--- config.mk ---
export PLATFORM = sky130hd
export DESIGN_NAME = div_unit
export DESIGN_NICKNAME = d
export VERILOG_FILES = /design/src/rtl/div_unit.sv
export SDC_FILE = /design/constraint.sdc
export NUM_CORES = 1
export LEC_CHECK = 0
export ABC_AREA = 1
export BUFFER_PORTS_ARGS = -buffer_cell sky130_fd_sc_hd__buf_2
export CAP_MARGIN = 0
export CORE_MARGIN = 2
export CORE_UTILIZATION = 44
export DETAILED_ROUTE_END_ITERATION = 12
export PLACE_DENSITY = 0.65
export SYNTH_ARGS = -nofsm -noshare
export SYNTH_HDL_FRONTEND = slang
export SYNTH_SLANG_ARGS = --single-unit
--- constraint.sdc ---
create_clock -name clk -period 8.4 [get_ports clk]
set_input_delay 1.68 -clock clk [delete_from_list [all_inputs] [get_ports clk]]
set_output_delay 1.68 -clock clk [all_outputs]
set_load 0.05 [all_outputs]
--- src/rtl/div_unit.sv ---
// Iterative restoring divider for DIV/DIVU: one quotient bit per clock,
// with divide-by-zero shortcut, annul (flush) and a combinational stall request.
module div_unit #(
  parameter int DATA_W = 32
) (
  input  logic                  clk,
  input  logic                  reset,
  input  logic                  start,
  input  logic                  annul,
  input  logic                  signed_div,
  input  logic [DATA_W-1:0]     opdata1,
  input  logic [DATA_W-1:0]     opdata2,
  output logic [2*DATA_W-1:0]   result,
  output logic                  ready,
  output logic                  stall_req
);

  localparam int CNT_W = $clog2(DATA_W) + 1;
  localparam logic [CNT_W-1:0] CNT_LAST = CNT_W'(DATA_W - 1);
  localparam logic [CNT_W-1:0] CNT_ONE  = CNT_W'(1);

  localparam logic [1:0] S_IDLE   = 2'd0;
  localparam logic [1:0] S_BYZERO = 2'd1;
  localparam logic [1:0] S_ON     = 2'd2;
  localparam logic [1:0] S_END    = 2'd3;

  localparam logic [DATA_W-1:0]   ZERO_W  = {DATA_W{1'b0}};
  localparam logic [2*DATA_W-1:0] ZERO_2W = {(2*DATA_W){1'b0}};

  function automatic logic [DATA_W-1:0] negate(input logic [DATA_W-1:0] v);
    return (~v) + {{(DATA_W-1){1'b0}}, 1'b1};
  endfunction

  function automatic logic [DATA_W-1:0] magnitude(input logic [DATA_W-1:0] v,
                                                  input logic            is_signed);
    logic [DATA_W-1:0] m;
    if (is_signed && v[DATA_W-1]) begin
      m = negate(v);
    end else begin
      m = v;
    end
    return m;
  endfunction

  logic [1:0]          state_q,  state_d;
  logic [CNT_W-1:0]    cnt_q,    cnt_d;
  logic [DATA_W-1:0]   rem_q,    rem_d;
  logic [DATA_W-1:0]   quo_q,    quo_d;
  logic [DATA_W-1:0]   dvsr_q,   dvsr_d;
  logic                sign1_q,  sign1_d;
  logic                sign2_q,  sign2_d;
  logic                sdiv_q,   sdiv_d;
  logic [2*DATA_W-1:0] result_q, result_d;
  logic                ready_q,  ready_d;

  logic [DATA_W:0]     rem_sh_s;
  logic                fits_s;
  logic [DATA_W-1:0]   rem_nx_s;
  logic [DATA_W-1:0]   quo_nx_s;
  logic [DATA_W-1:0]   quo_fix_s;
  logic [DATA_W-1:0]   rem_fix_s;

  // One restoring step: shift in the next dividend bit, trial-subtract the divisor.
  always_comb begin
    rem_sh_s = {rem_q, quo_q[DATA_W-1]};
    fits_s   = (rem_sh_s >= {1'b0, dvsr_q});
    if (fits_s) begin
      rem_nx_s = rem_sh_s[DATA_W-1:0] - dvsr_q;
    end else begin
      rem_nx_s = rem_sh_s[DATA_W-1:0];
    end
    quo_nx_s = {quo_q[DATA_W-2:0], fits_s};
    if (sdiv_q && (sign1_q ^ sign2_q)) begin
      quo_fix_s = negate(quo_nx_s);
    end else begin
      quo_fix_s = quo_nx_s;
    end
    // Remainder takes the dividend's sign.
    if (sdiv_q && sign1_q) begin
      rem_fix_s = negate(rem_nx_s);
    end else begin
      rem_fix_s = rem_nx_s;
    end
  end

  // Sequencer: accept, iterate, publish result, and handle annul.
  always_comb begin
    state_d  = state_q;
    cnt_d    = cnt_q;
    rem_d    = rem_q;
    quo_d    = quo_q;
    dvsr_d   = dvsr_q;
    sign1_d  = sign1_q;
    sign2_d  = sign2_q;
    sdiv_d   = sdiv_q;
    result_d = result_q;
    ready_d  = ready_q;
    case (state_q)
      S_IDLE: begin
        result_d = ZERO_2W;
        ready_d  = 1'b0;
        if (start && !annul) begin
          if (opdata2 == ZERO_W) begin
            state_d = S_BYZERO;
          end else begin
            state_d = S_ON;
            cnt_d   = {CNT_W{1'b0}};
            rem_d   = ZERO_W;
            quo_d   = magnitude(opdata1, signed_div);
            dvsr_d  = magnitude(opdata2, signed_div);
            sign1_d = opdata1[DATA_W-1];
            sign2_d = opdata2[DATA_W-1];
            sdiv_d  = signed_div;
          end
        end else begin
          state_d = S_IDLE;
        end
      end
      S_BYZERO: begin
        if (annul) begin
          state_d  = S_IDLE;
          result_d = ZERO_2W;
          ready_d  = 1'b0;
        end else begin
          state_d  = S_END;
          result_d = ZERO_2W;
          ready_d  = 1'b1;
        end
      end
      S_ON: begin
        if (annul) begin
          state_d  = S_IDLE;
          result_d = ZERO_2W;
          ready_d  = 1'b0;
        end else begin
          rem_d = rem_nx_s;
          quo_d = quo_nx_s;
          cnt_d = cnt_q + CNT_ONE;
          if (cnt_q == CNT_LAST) begin
            state_d  = S_END;
            result_d = {rem_fix_s, quo_fix_s};
            ready_d  = 1'b1;
          end else begin
            state_d = S_ON;
          end
        end
      end
      S_END: begin
        if (annul || !start) begin
          state_d  = S_IDLE;
          result_d = ZERO_2W;
          ready_d  = 1'b0;
        end else begin
          state_d = S_END;
        end
      end
      default: begin
        state_d  = S_IDLE;
        result_d = ZERO_2W;
        ready_d  = 1'b0;
      end
    endcase
  end

  // State and datapath registers.
  always_ff @(posedge clk or posedge reset) begin
    if (reset) begin
      state_q  <= S_IDLE;
      cnt_q    <= {CNT_W{1'b0}};
      rem_q    <= ZERO_W;
      quo_q    <= ZERO_W;
      dvsr_q   <= ZERO_W;
      sign1_q  <= 1'b0;
      sign2_q  <= 1'b0;
      sdiv_q   <= 1'b0;
      result_q <= ZERO_2W;
      ready_q  <= 1'b0;
    end else begin
      state_q  <= state_d;
      cnt_q    <= cnt_d;
      rem_q    <= rem_d;
      quo_q    <= quo_d;
      dvsr_q   <= dvsr_d;
      sign1_q  <= sign1_d;
      sign2_q  <= sign2_d;
      sdiv_q   <= sdiv_d;
      result_q <= result_d;
      ready_q  <= ready_d;
    end
  end

  assign result    = result_q;
  assign ready     = ready_q;
  assign stall_req = start & ~ready_q & ~annul;

endmodule

==> summary.md <==
| Metric | Value |
|---|---|
| H-tree depth | `4` |
| Final setup fails | `0` |
| Worst Path Required | `8.72 ns` |
| Final Hold Viols | `0` |
| WHS Path Cells | `1` |
| Post-synthesis net count | `2116` |
| Antenna violations before repair | `0` |
| Peak supply drop | `0.1143 mV` |
| GPL Wtd Cong | `0.9915` |
| Die ar. | `30930 um^2` |
| Max-slew violations | `0` |
| P_leak | `0.007878 uW` |
| Seq/Total Area, Yosys | `0.3312` |
| Vias in the first global route | `12412` |
| Ys async rst share | `1.000` |
| Post-synthesis mux area share | `0` |
| CP startpoint kind | `flip-flop` |
| ANT nets after route | `0` |
| # DRC | `0` |
| XOR/XNOR share of the synthesized area | `0.04111` |
| Routed WL | `40960 um` |
| First-pass GRT wire length | `66160 um` |
| Worst min path class | `flip-flop to flip-flop` |
| GRT overflow | `0` |
| # fillers | `3064` |
| Mean Syn Cell Area | `6.486 um^2` |
| Worst Setup End Kind | `flip-flop` |
| Relative slew slack | `0.2911` |
| Status | `complete, no violations` |
| Starting density of the core | `0.4504` |
| Area delta synth->final | `11.75%` |
| PD cells | `169.1 nW/um^2` |
| Post-synth top flop | `dfrtp_1` |
| CP max stage cell | `dfrtp_1` |
| Die W | `175.9 um` |
| Hold Buf Count CTS | `0` |
| Post-layout minimum cycle time | `4.609 ns` |
| Crit path kind | `flip-flop to flip-flop` |
| Root buf cell | `clkbuf_16` |
| Detailed Routing Iterations Pass 1 | `5` |
| Most common library cells after synthesis | `nand2_1 (634), inv_1 (272), o21ai_0 (176), nor2_1 (173), dfrtp_1 (172)` |
| Mapped Cells | `2004` |
| Worst Path Arrival | `4.93 ns` |
| Maximum clock insertion buffer count | `2` |
| Crit-path max FO | `42` |
| FF-to-FF path depth | `28` |
| Final Cell Area | `14530 um^2` |
| Core Box Area | `28860 um^2` |
| Number of nets in the layout | `2215` |
| Share of layout cells above drive strength 1 | `0.1106` |
| Actual slew at the worst max-slew pin | `1.057 ns` |
| Total CTS buffers | `17` |
| Simple-Gate Fraction of Synth Area | `0.3441` |
| Antenna cells | `0` |
| TNS Setup | `0 ns` |
| Largest net degree at the start of global routing | `98` |
| Dpl cell area | `13940 um^2` |
| Post-synth EDFFs | `0` |
| Multi-input logic area | `7330 um^2` |
| Cts repair resizes | `0` |
| Adder-Cell Fraction of Synth Area | `0.04197` |
| Fin crit share | `0.5487` |
| Cell mode on critical path | `nand2_1` |
| Number of synthesized register bits | `172` |
| CTS tree | `built` |
| Max_cap viols | `0` |
| Most frequent cell after synthesis | `nand2_1` |
| Area of the mapped netlist | `13000 um^2` |
| Row count | `62` |
| IO Port Bufs | `134` |
| # clock sinks | `172` |
| Die height | `175.9 um` |
| Vias per inst | `5.274` |
| Reg clk slew, reported paths | `0.07 ns` |
| Top cells by area, synth | `dfrtp_1 (33%), nand2_1 (18%), inv_1 (7.9%)` |
| Clock latency on the worst-skew pair | `0.44 ns` |
| Reg2Reg Setup Slack | `3.79 ns` |
| Tot GR Track Use | `0.2709` |
| Worst path max stage delay | `0.46 ns` |
| Compound-Gate Fraction of Synth Area | `0.1360` |
| Clock Skew | `0.02001 ns` |
| Post-CTS setup buffer count | `0` |
| Synth unique cells | `50` |
| Max frequency | `217.0 MHz` |
| FF+latch area | `4304 um^2` |
| Yosys top cell by area | `dfrtp_1` |
| Initial drt markers | `1110` |
| Routed len/inst | `16.38 um` |
| Largest family of logic cells by synthesized area | `simple AND/OR/NAND/NOR gates` |
| HPWL after detailed placement | `31540 um` |
| Num ports | `135` |
| Yosys warning total | `0` |
| Unrepaired setup endpoints after global routing | `false` |
| Synth top area share | `0.3312` |
| Routed via count | `13184` |
## registers in the layout (all words and copies together), names as in the netlist
register	cells
cnt_q	6
dvsr_q	32
quo_q	32
ready	1
rem_q	32
result	64
sdiv_q	1
sign1_q	1
sign2_q	1
state_q	2
## metrics by stage
stage / cells / hold slack [ns] / utilization / total power, uW / worst slack (ns)
3_5_place_dp: 2468 / 0.4513 / 0.4830 / 1641 / 3.375
6_report: 2500 / 0.4639 / 0.5033 / 2456 / 3.791
5_1_grt: 2500 / 0.4769 / 0.5033 / 2604 / 3.315
4_1_cts: 2500 / 0.4617 / 0.5033 / 2460 / 3.827
2_1_floorplan: 2004 / 0.4254 / - / 1435 / 2.060
3_3_place_gp: 2468 / 0.4455 / 0.4830 / 1638 / 3.546
## logic make-up after synthesis
| group | Yosys count |
|---|---|
| AO/OA/AOI/OAI | 315 |
| XOR/XNOR | 61 |
| adder cells (fa/ha/maj) | 43 |
| buffers and inverters | 352 |
| flip-flops | 172 |
| AND/OR/NAND/NOR | 1061 |
## where the power goes
part           total [uW]  switching [uW]  leakage, uW  internal [uW]
logic                 672             472      0.00531            200
registers             965            63.2      0.00229            902
clock network         818             372     0.000278            446
total                2460             907      0.00788           1550
## layout by cell type, fill, tap and decap left out, types with 3 or more instances in the layout
cell,n
nand2_1,634
inv_1,270
o21ai_0,176
dfrtp_1,172
nor2_1,171
nand3_1,148
buf_2,134
a21oi_1,63
xor2_1,49
ha_1,42
nor3_1,27
nand4_1,19
clkbuf_16,17
nor2_2,16
o211ai_1,16
inv_2,15
nand2_2,13
o21ai_1,13
a32o_1,12
xnor2_1,12
nand3b_1,9
buf_4,8
o31ai_1,7
a31oi_1,6
and2_1,6
o221ai_1,5
clkinv_1,4
o22ai_1,4
o21ai_2,4
inv_6,4
nor4_1,3
nor2_4,3
or2_2,3
or3_1,3
clkinvlp_4,3
## worst max-delay path, delay by kind of cell, from the launching register on
| kind | cells | cell delay [ns] |
|---|---|---|
| AOI/OAI and AO/OA | 3 | 0.43 |
| adders and majority gates | 2 | 0.61 |
| buffers and inverters | 5 | 0.53 |
| DFF | 1 | 0.46 |
| and+or+nand+nor | 18 | 2.45 |
## layout make-up
| cell class | instances | share of cell area |
|---|---|---|
| clock buffer | 19 | 0.02980 |
| inverter | 290 | 0.07529 |
| clock inverter | 13 | 0.01060 |
| multi-input combinational | 1480 | 0.5046 |
| timing repair buffer | 142 | 0.05031 |
| sequential | 172 | 0.2963 |
| tap | 384 | 0.03308 |
## path summary, 6_finish.rpt
kind / from / end
min in group asynchronous: reset / dvsr_q[14]$_DFFE_PP0P_
max in group asynchronous: reset / result[48]$_DFFE_PP0P_
worst min register to register: cnt_q[4]$_DFFE_PP0P_ / cnt_q[4]$_DFFE_PP0P_
worst max-delay path: rem_q[13]$_DFFE_PP0P_ / result[30]$_DFFE_PP0P_
worst max register to register: rem_q[13]$_DFFE_PP0P_ / result[30]$_DFFE_PP0P_
worst min-delay path: cnt_q[4]$_DFFE_PP0P_ / cnt_q[4]$_DFFE_PP0P_
## routing by layer
layer / part of all wire / track usage
met5: 0 / 0
met4: 0.026 / 0.08712
met2: 0.45 / 0.4286
met3: 0.065 / 0.04481
met1: 0.46 / 0.3784
(Power assumes the default switching activity.)
